<file path="config.mk">
export PLATFORM = sky130hd
export DESIGN_NAME = frac_n_modulus_controller
export DESIGN_NICKNAME = d
export VERILOG_FILES = /design/src/rtl/frac_n_modulus_controller.sv
export SDC_FILE = /design/constraint.sdc
export NUM_CORES = 1
export LEC_CHECK = 0
export ABC_CLOCK_PERIOD_IN_PS = 4300
export CORE_MARGIN = 2
export CORE_UTILIZATION = 40
export DETAILED_ROUTE_END_ITERATION = 6
export PLACE_DENSITY = 0.67
export SLEW_MARGIN = 20
export SYNTH_ARGS = -nofsm -noshare
export SYNTH_HDL_FRONTEND = slang
export SYNTH_SLANG_ARGS = --single-unit
</file>
<file path="constraint.sdc">
create_clock -name freq_in -period 4.3 [get_ports freq_in]
set_clock_uncertainty 0.2 [all_clocks]
set_input_delay 0.43 -clock freq_in [delete_from_list [all_inputs] [get_ports freq_in]]
set_output_delay 0.43 -clock freq_in [all_outputs]
set_load 0.05 [all_outputs]
</file>
<file path="src/rtl/frac_n_modulus_controller.sv">
// frac_n_modulus_controller: first-order accumulator picking 240/248 divide ratio per freq_in cycle; frac_word/valid/ready load, select_mode/period_count/sel_count out
module frac_n_modulus_controller #(
  parameter int ACC_WIDTH = 8
) (
  input  logic                 freq_in,
  input  logic                 reset,
  input  logic                 enable,
  input  logic [ACC_WIDTH-1:0] frac_word,
  input  logic                 frac_valid,
  output logic                 frac_ready,
  output logic                 select_mode,
  output logic [ACC_WIDTH-1:0] period_count,
  output logic [ACC_WIDTH:0]   sel_count
);
  localparam int W = ACC_WIDTH;
  logic [W-1:0] acc_q, acc_d, active_q, active_d, shadow_q, shadow_d, period_q, period_d;
  logic         pending_q, pending_d, sel_q, sel_d, wrap;
  logic [W:0]   tally_q, tally_d, cnt_q, cnt_d, sum;
  always_comb begin
    sum       = {1'b0, acc_q} + {1'b0, active_q};
    wrap      = enable & (period_q == '1);
    pending_d = frac_valid & ~pending_q;
    shadow_d  = pending_d ? frac_word : shadow_q;
    active_d  = pending_q ? shadow_q : active_q;
    acc_d     = enable ? sum[W-1:0] : acc_q;
    sel_d     = enable & sum[W];
    period_d  = enable ? period_q + W'(1) : period_q;
    tally_d   = wrap ? '0 : tally_q + (W+1)'(sel_d);
    cnt_d     = wrap ? tally_q + (W+1)'(sel_d) : cnt_q;
  end
  always_ff @(posedge freq_in or posedge reset) begin
    if (reset) begin
      acc_q     <= '0;
      active_q  <= '0;
      shadow_q  <= '0;
      period_q  <= '0;
      pending_q <= 1'b0;
      sel_q     <= 1'b0;
      tally_q   <= '0;
      cnt_q     <= '0;
    end else begin
      acc_q     <= acc_d;
      active_q  <= active_d;
      shadow_q  <= shadow_d;
      period_q  <= period_d;
      pending_q <= pending_d;
      sel_q     <= sel_d;
      tally_q   <= tally_d;
      cnt_q     <= cnt_d;
    end
  end
  assign frac_ready   = ~pending_q;
  assign select_mode  = sel_q;
  assign period_count = period_q;
  assign sel_count    = cnt_q;
endmodule

</file>
# --- Word level (Yosys, flattened, before mapping) ---
# Cells that the tools add are included.
word_totals:
  inputBits: 12
  register_bits: 52
classes:
  bitwise: 4
  muxes: 1
  n_eq_ne: 1
  add_sub_neg: 3
op_table:
  columns: ["op", "n"]
  rows:
  - ["adder 8 x 8 -> 9 bit", 1]
  - ["adder 9 x 1 -> 9 bit", 1]
  - ["2-to-1 mux 9 bit", 1]
  - ["adder 8 x 1 -> 8 bit, second input constant", 1]
  - ["== test 8 bit, second input constant", 1]
  - ["bitwise AND 1 bit", 3]
  - ["inverter 1 bit", 1]

# --- Logic depth before layout (Yosys ltp) ---
# Gate-level depths: netlist (run 1).
depth:
  word_depth: 4
  ltp_mapped: 12
  depth_no_buf: 12

# --- Worst setup path after synthesis (run 1) ---
# Ideal clock, no wire load.
synth_path:
  path_kind: "register to register"
  startpoint: "reg acc_q[0]"
  endpoint: "reg cnt_q[8], in the netlist sel_count[8]"
  path_slack_ps: 1299
  setup_time_ps: 128
  period_less_slack_ps: 3001
  path_stages_with_launch: 13
  n_path_buf: 0
  t_arrival_ps: 2673
  t_required_ps: 3972
  path_cell_list: "dfrtp_1 > ha_1 > fa_1 > a211oi_2 > nor2_1 > o31a_1 > o31a_1 > ha_1 > ha_1 > nand3_1 > nor3_1 > xnor2_1 > o21ai_0"
synth_via:
  elab_chain_cells: 3
synth_lines:
  columns: ["element", "line", "text"]
  rows:
  - ["start: declaration", "16", "logic [W-1:0] acc_q, acc_d, active_q, active_d, shadow_q, shadow_d, period_q, period_d;"]
  - ["start signal: assignment", "33", "acc_q <= '0;"]
  - ["start signal: assignment", "42", "acc_q <= acc_d;"]
  - ["adder 8 x 8 -> 9 bit", "20", "sum = {1'b0, acc_q} + {1'b0, active_q};"]
  - ["bitwise AND 1 bit", "26", "sel_d = enable & sum[W];"]
  - ["net sel_d", "17", "logic pending_q, pending_d, sel_q, sel_d, wrap;"]
  - ["adder 9 x 1 -> 9 bit", "29", "cnt_d = wrap ? tally_q + (W+1)'(sel_d) : cnt_q;"]
  - ["end signal: assignment", "49", "cnt_q <= cnt_d;"]
  - ["end: declaration", "18", "logic [W:0] tally_q, tally_d, cnt_q, cnt_d, sum;"]
# The timed path passes the listed nets, and every way through them passes these cells.
# A chain may end at the register's enable or synchronous reset.

# --- Final worst setup path (run 1) ---
# Same ends and word-level chain as after synthesis.

==> flow_summary.yaml, run 1 <==
clock_network:
  ctsHoldBuffers: 0
  numClockSinks: 52
  worst_skew_pair_latency_ps: 300
  clock_tree.buffer_depth: 2
  clk_pin_slew_worst_paths_ps: 90
  htreeDepth: 2
  cts.repair_timing.setup_buffer_count: 0
  cts_tree: "built"
  clock_tree.root_cell: "sky130_fd_sc_hd__clkbuf_8"
  cts_made_buffers: 5
  cts_resized: 0
placed_design:
  post-place-ws_ps: 1098
  buffer_ports.inserted: 30
  dp.cells: 298
  routabilityCongestion: 0.7537
  post-dp-hpwl_mm: 2.838
  dpl_cell_area_um2: 2734
global_route:
  grt_max_degree: 53
  grt_util_met2_pct: 20.08
  global_route.usage.met3_pct: 3.000
  globalRouteTotalUtil_pct: 12.94
  gr-max-usage-layer: "met2"
  grt_pass1_wl_mm: 6.479
  via_count_of_the_first_global_routing_pass: 1406
  use_met1_pct: 17.17
  grt-ovfl-total: 0
  grt_antenna_before_repair: 0
floorplan:
  floorplan.io_pins: 31
  die-area_um2: 6576
  area_of_the_core_region_um2: 5816
  die_w_um: 81.09
  placementRows: 28
  floorplan.die.height_um: 81.09
  floorplan.initialDensity_pct: 40.88
outcome:
  status: "complete, no violations"
logic_synthesis:
  synth.net_count: 223
  yosys.cell_types.count: 39
  ys.flop_type: "sky130_fd_sc_hd__dfrtp_1"
  post_synth_inst_count: 199
  synth-seq-area-share_pct: 54.74
  synth-seq-cells: 52
  synth-edff-count: 0
  synth_area_um2: 2377
  synth_warnings: 0
  asyncSetResetFlopFracSynth_pct: 100.0
  post_synth.cell_area_avg_um2: 11.95
layout:
  antenna_cells: 0
  final_std_cells_w_o_fill: 306
  final_area_um2: 2831
  areaGrowthSynthToFinish_pct: 19.11
  drive_gt1_share_pct: 13.85
  num-nets-final: 254
timing:
  timing.final.setup_violations: 0
  final_number_of_max_transition_violations: 0
  period_share_pct: 75.59
  setup_repair_after_global_routing_missed_its_margin: "false"
  timing.final.ws_setup_ps: 1050
  top_achievable_clock_speed_mhz: 307.7
  max_slew_margin_pct: 42.50
  finalWorstPathRequiredPeriod_ps: 3250
  worstMarginPinSlew_ps: 861.6
  final-hold-violation-count: 0
  total_negative_slack_for_setup_checks_ps: 0
hold_path:
  min_path_type: "reg -> reg"
power_and_ir_drop:
  powerDensity_nw_per_um2: 610.9
  cellLeakagePower_nw: 1.229
  worst_ir_drop_vdd_uv: 318.8
routing:
  drt-total-wl_mm: 3.888
  detailroute.via_count: 1547
  average_routed_wire_per_standard_cell_um: 12.71
  dr_drc_count: 0
  drtPass1Iterations: 4
  drc_marker_count_from_the_first_detailed_route_iteration: 45
  vias_per_cell: 5.056
  ant_nets: 0
worst_setup_path:
  critPathArrivalTime_ps: 3230
  timing_worst_setup_path_type: "reg -> reg"
  end_kind: "flop"
  critical_path.max_fanout: 3
  worstPathRequired_ps: 4280
  worst_setup_path_start_kind: "flop"
job:
  max_cap_viol_count: 0
## final timing paths
kind,start,end,slack (ps),cells after the start
worst max-delay path,acc_q[0],sel_count[8],1050,12
worst min-delay path,sel_count[0],sel_count[0],270,2
worst max register to register,acc_q[0],sel_count[8],1050,12
worst min register to register,sel_count[0],sel_count[0],270,2
max in group asynchronous,reset,tally_q[2],3010,2
min in group asynchronous,reset,tally_q[1],400,2
## cell usage in the layout, fill, tap and decap left out, drive strengths merged, types with 5 or more instances in the layout
cell type / instances
dfrtp: 52
clkdlybuf4s50: 30
nand2: 22
mux2: 19
nor2: 14
o21ai: 12
ha: 11
xnor2: 10
clkbuf: 6
xor2: 5
a211oi: 5
## cell families (layout without fill, tap and decap cells)
logic type / after synthesis / in the layout / share of synthesized area, %
simple gates: 55 / 55 / 11.16
mux: 20 / 20 / 9.421
xor+xnor: 15 / 15 / 5.526
flops: 52 / 52 / 54.74
compound gates: 34 / 34 / 10.00
fa+ha+maj: 12 / 12 / 6.632
buf+inv: 11 / 43 / 2.526
## routing by layer
layer,vias to the layer above,wire [um],share of wire (%)
met3,5,147,3.8
met1,750,1883,48
li1,761,-,-
met2,31,1795,46
met4,0,62,1.6
met5,-,0,0
## registers in the layout (all words and copies together), names as in the netlist
name and cells:
acc_q 8, active_q 8, pending_q 1, period_count 8, sel_count 9, select_mode 1, shadow_q 8, tally_q 9
## synth_stat cells (2+ instances only)
library cell | n | area [um^2]
sky130_fd_sc_hd__a211oi_1 | 4 | 30.03
sky130_fd_sc_hd__a21oi_1 | 2 | 10.01
sky130_fd_sc_hd__and2_1 | 3 | 18.77
sky130_fd_sc_hd__and3_1 | 3 | 18.77
sky130_fd_sc_hd__buf_2 | 3 | 15.01
sky130_fd_sc_hd__buf_4 | 2 | 15.01
sky130_fd_sc_hd__dfrtp_1 | 52 | 1301
sky130_fd_sc_hd__ha_1 | 11 | 137.6
sky130_fd_sc_hd__inv_1 | 4 | 15.01
sky130_fd_sc_hd__mux2_2 | 19 | 214.0
sky130_fd_sc_hd__nand2_1 | 22 | 82.58
sky130_fd_sc_hd__nand3_1 | 3 | 15.01
sky130_fd_sc_hd__nand4_1 | 2 | 12.51
sky130_fd_sc_hd__nor2_1 | 14 | 52.55
sky130_fd_sc_hd__nor2b_1 | 2 | 12.51
sky130_fd_sc_hd__nor3_1 | 2 | 10.01
sky130_fd_sc_hd__o21ai_0 | 11 | 55.05
sky130_fd_sc_hd__o21bai_1 | 2 | 15.01
sky130_fd_sc_hd__o2bb2ai_1 | 2 | 17.52
sky130_fd_sc_hd__o31a_1 | 2 | 17.52
sky130_fd_sc_hd__o31ai_1 | 3 | 22.52
sky130_fd_sc_hd__xnor2_1 | 10 | 87.58
sky130_fd_sc_hd__xor2_1 | 5 | 43.79
## through the flow
stage                     utilization, %  power, W  hold WS, ps
after detailed placement           47.01  0.001452        255.3
after floorplan                        -  0.001261        258.1
after CTS                          48.67  0.001752        277.0
after global routing               48.69  0.001857        314.9
after global placement             47.01  0.001428        252.9
final                              48.69  0.001730        273.3
## area by class of cell
cell class | instances | area, um^2
multi-input cells | 136 | 1016
fillers | 554 | 2984
repair buffers | 31 | 307.8
flip-flops and latches | 52 | 1301
well taps | 75 | 93.84
inverters | 4 | 16.27
clock inverters | 2 | 13.76
clock buffers | 6 | 82.58
## power by group
part           total, W  switching (W)  internal (W)
sequential     0.000722       0.000103      0.000619
combinational  0.000718       0.000399      0.000318
clock          0.000290       0.000158      0.000132
## worst max-delay path, stage by stage, from the launching register on
cell                       delay (ps)
sky130_fd_sc_hd__dfrtp_1          390
sky130_fd_sc_hd__ha_1             240
sky130_fd_sc_hd__fa_1             450
sky130_fd_sc_hd__a211oi_2         300
sky130_fd_sc_hd__nor2_1            80
sky130_fd_sc_hd__o31a_1           260
sky130_fd_sc_hd__o31a_1           260
sky130_fd_sc_hd__ha_1             210
sky130_fd_sc_hd__ha_1             200
sky130_fd_sc_hd__nand3_1          140
sky130_fd_sc_hd__nor3_1            90
sky130_fd_sc_hd__xnor2_1          200
sky130_fd_sc_hd__o21ai_0          110
Power figures use the tool's default switching activity.
==> run 2: changes to the inputs <==
Settings changed: ABC_CLOCK_PERIOD_IN_PS 4300 to 2900, PLACE_DENSITY 0.67 to 0.69.
Clock period 4.3 ns to 2.9 ns, I/O delays scaled along.
==> flow_summary.yaml, run 2 (same netlist as run 1, synthesis figures left out) <==
global_route:
  global_route.usage.met3_pct: 3.333
  use_met1_pct: 17.31
  grt_pass1_wl_mm: 7.141
  grt-ovfl-total: 0
  grt_util_met2_pct: 22.98
  grt_antenna_before_repair: 0
  via_count_of_the_first_global_routing_pass: 1601
  grt_max_degree: 30
  gr-max-usage-layer: "met2"
  globalRouteTotalUtil_pct: 13.77
floorplan:
  area_of_the_core_region_um2: 5816
  die-area_um2: 6576
  floorplan.io_pins: 31
  die_w_um: 81.09
  floorplan.die.height_um: 81.09
  placementRows: 28
  floorplan.initialDensity_pct: 40.88
worst_setup_path:
  rr_startpoint: "active_q[0]"
  worst_path_dominant_cell_family: "adder cells"
  critical_path.max_fanout: 3
  path_cells: "ha_4 -> fa_2 -> a211oi_2 -> nor2_1 -> o31a_1 -> o31a_1 -> ha_2 -> ha_4 -> nand3_4 -> nor2_4 -> xnor2_2 -> o21ai_1"
  slowest_delay_ps: 420
  worst_setup_path_startpoint: "active_q[0]"
  worst_setup_path_start_kind: "flop"
  worstPathRequired_ps: 2900
  crit_slowest_cell: "sky130_fd_sc_hd__dfrtp_1"
  end_kind: "flop"
  timing_worst_setup_path_type: "reg -> reg"
  critPathArrivalTime_ps: 3010
  timing.critical_path.buf_inv: 0
power_and_ir_drop:
  powerDensity_nw_per_um2: 899.4
  cellLeakagePower_nw: 1.295
  worst_ir_drop_vdd_uv: 384.0
timing:
  finalWorstPathRequiredPeriod_ps: 3007
  max_slew_margin_pct: 54.28
  final-hold-violation-count: 0
  top_achievable_clock_speed_mhz: 332.6
  final_number_of_max_transition_violations: 0
  worstMarginPinSlew_ps: 684.4
  timing.final.ws_setup_ps: -106.9
  timing.final.setup_violations: 12
  hold-worst-slack_ps: 136.6
  setup_repair_after_global_routing_missed_its_margin: "true"
  period_share_pct: 103.7
placed_design:
  post-dp-hpwl_mm: 2.988
  post-place-ws_ps: -146.9
  buffer_ports.inserted: 30
  routabilityCongestion: 0.7675
  dp.cells: 303
routing:
  average_routed_wire_per_standard_cell_um: 13.41
  ant_nets: 0
  drtPass1Iterations: 4
  drc_marker_count_from_the_first_detailed_route_iteration: 64
  dr_drc_count: 0
  drt-total-wl_mm: 4.236
  detailroute.via_count: 1610
  vias_per_cell: 5.095
outcome:
  failed_checks: "negative setup slack"
  status: "finished with violations"
layout:
  mostFrequentLayoutCells: "52 x sky130_fd_sc_hd__dfrtp_1, 30 x sky130_fd_sc_hd__clkdlybuf4s50_1, 22 x sky130_fd_sc_hd__nand2_1"
  final_std_cells_w_o_fill: 316
  drive_gt1_share_pct: 22.82
  final_common_cell: "sky130_fd_sc_hd__dfrtp_1"
  final_core_utilization_pct: 52.09
  number_of_filler_cells_placed_in_the_layout: 527
  num-nets-final: 265
  antenna_cells: 0
  areaGrowthSynthToFinish_pct: 27.42
clock_network:
  cts_made_buffers: 5
  numClockSinks: 52
  clk_pin_slew_worst_paths_ps: 100
  clock_tree.root_cell: "sky130_fd_sc_hd__clkbuf_8"
  cts_tree: "built"
  ctsHoldBuffers: 0
  clock_tree.buffer_depth: 2
  worst_skew_pair_latency_ps: 300
  htreeDepth: 2
job:
  max_cap_viol_count: 0
hold_path:
  min_path_type: "in -> async"
run 2: changes by cell type in the layout (fill, tap and decap cells not counted), moves of 2 or more:
cell and delta:
sky130_fd_sc_hd__o21ai_0 -5, sky130_fd_sc_hd__clkinv_2 -2, sky130_fd_sc_hd__ha_1 -3, sky130_fd_sc_hd__buf_4 +10, sky130_fd_sc_hd__xnor2_1 -4, sky130_fd_sc_hd__ha_4 +2, sky130_fd_sc_hd__o21ai_1 +5, sky130_fd_sc_hd__xnor2_2 +3
run 2: what timing repair did:
action / in CTS / in global routing
pin swaps: 14 / 15
buffers inserted: 2 / 4
gates cloned: 0 / 0
gates resized for setup: 12 / 10
setup endpoints to repair: 13 / 15
run 2: path summary, 6_finish.rpt:
kind | endpoint | slack, ps | cells past startpoint
setup / recovery | sel_count[6] | -110 | 12
hold / removal | active_q[6] | 140 | 2
setup reg to reg | sel_count[6] | -110 | 12
hold reg to reg | sel_count[1] | 270 | 2
max in group asynchronous | acc_q[1] | 1840 | 3
min in group freq_in | sel_count[1] | 270 | 2
run 2: layer usage:
| metal | vias to the layer above | wire length (um) |
|---|---|---|
| li1 | 785 | - |
| met1 | 791 | 1944 |
| met2 | 29 | 2092 |
| met3 | 5 | 143 |
| met4 | 0 | 56 |
| met5 | - | 0 |
run 2: metrics by stage:
stage          area (um^2)  total power (W)  TNS [ps]
6_report              3029         0.002725    -569.1
5_1_grt               3029         0.002913     -2369
4_1_cts               2934         0.002674    -804.1
3_5_place_dp          2791         0.002203     -1095
3_3_place_gp          2791         0.002161    -403.4
2_1_floorplan         2385         0.001877         0
run 2: layout make-up:
class,instances,area (um^2),area share [%]
sequential,52,1301,42.96
multi-input combinational,136,1131,37.34
timing repair buffer,42,402.9,13.30
tap,75,93.84,3.098
clock buffer,5,68.82,2.272
clock inverter,2,16.27,0.5370
inverter,4,15.01,0.4957
run 2: power breakdown:
group / switching (W) / internal (W) / total [W]
sequential: 0.000178 / 0.000918 / 0.00110
clock: 0.000240 / 0.000169 / 0.000409
combinational: 0.000634 / 0.000586 / 0.00122
total: 0.00105 / 0.00167 / 0.00272
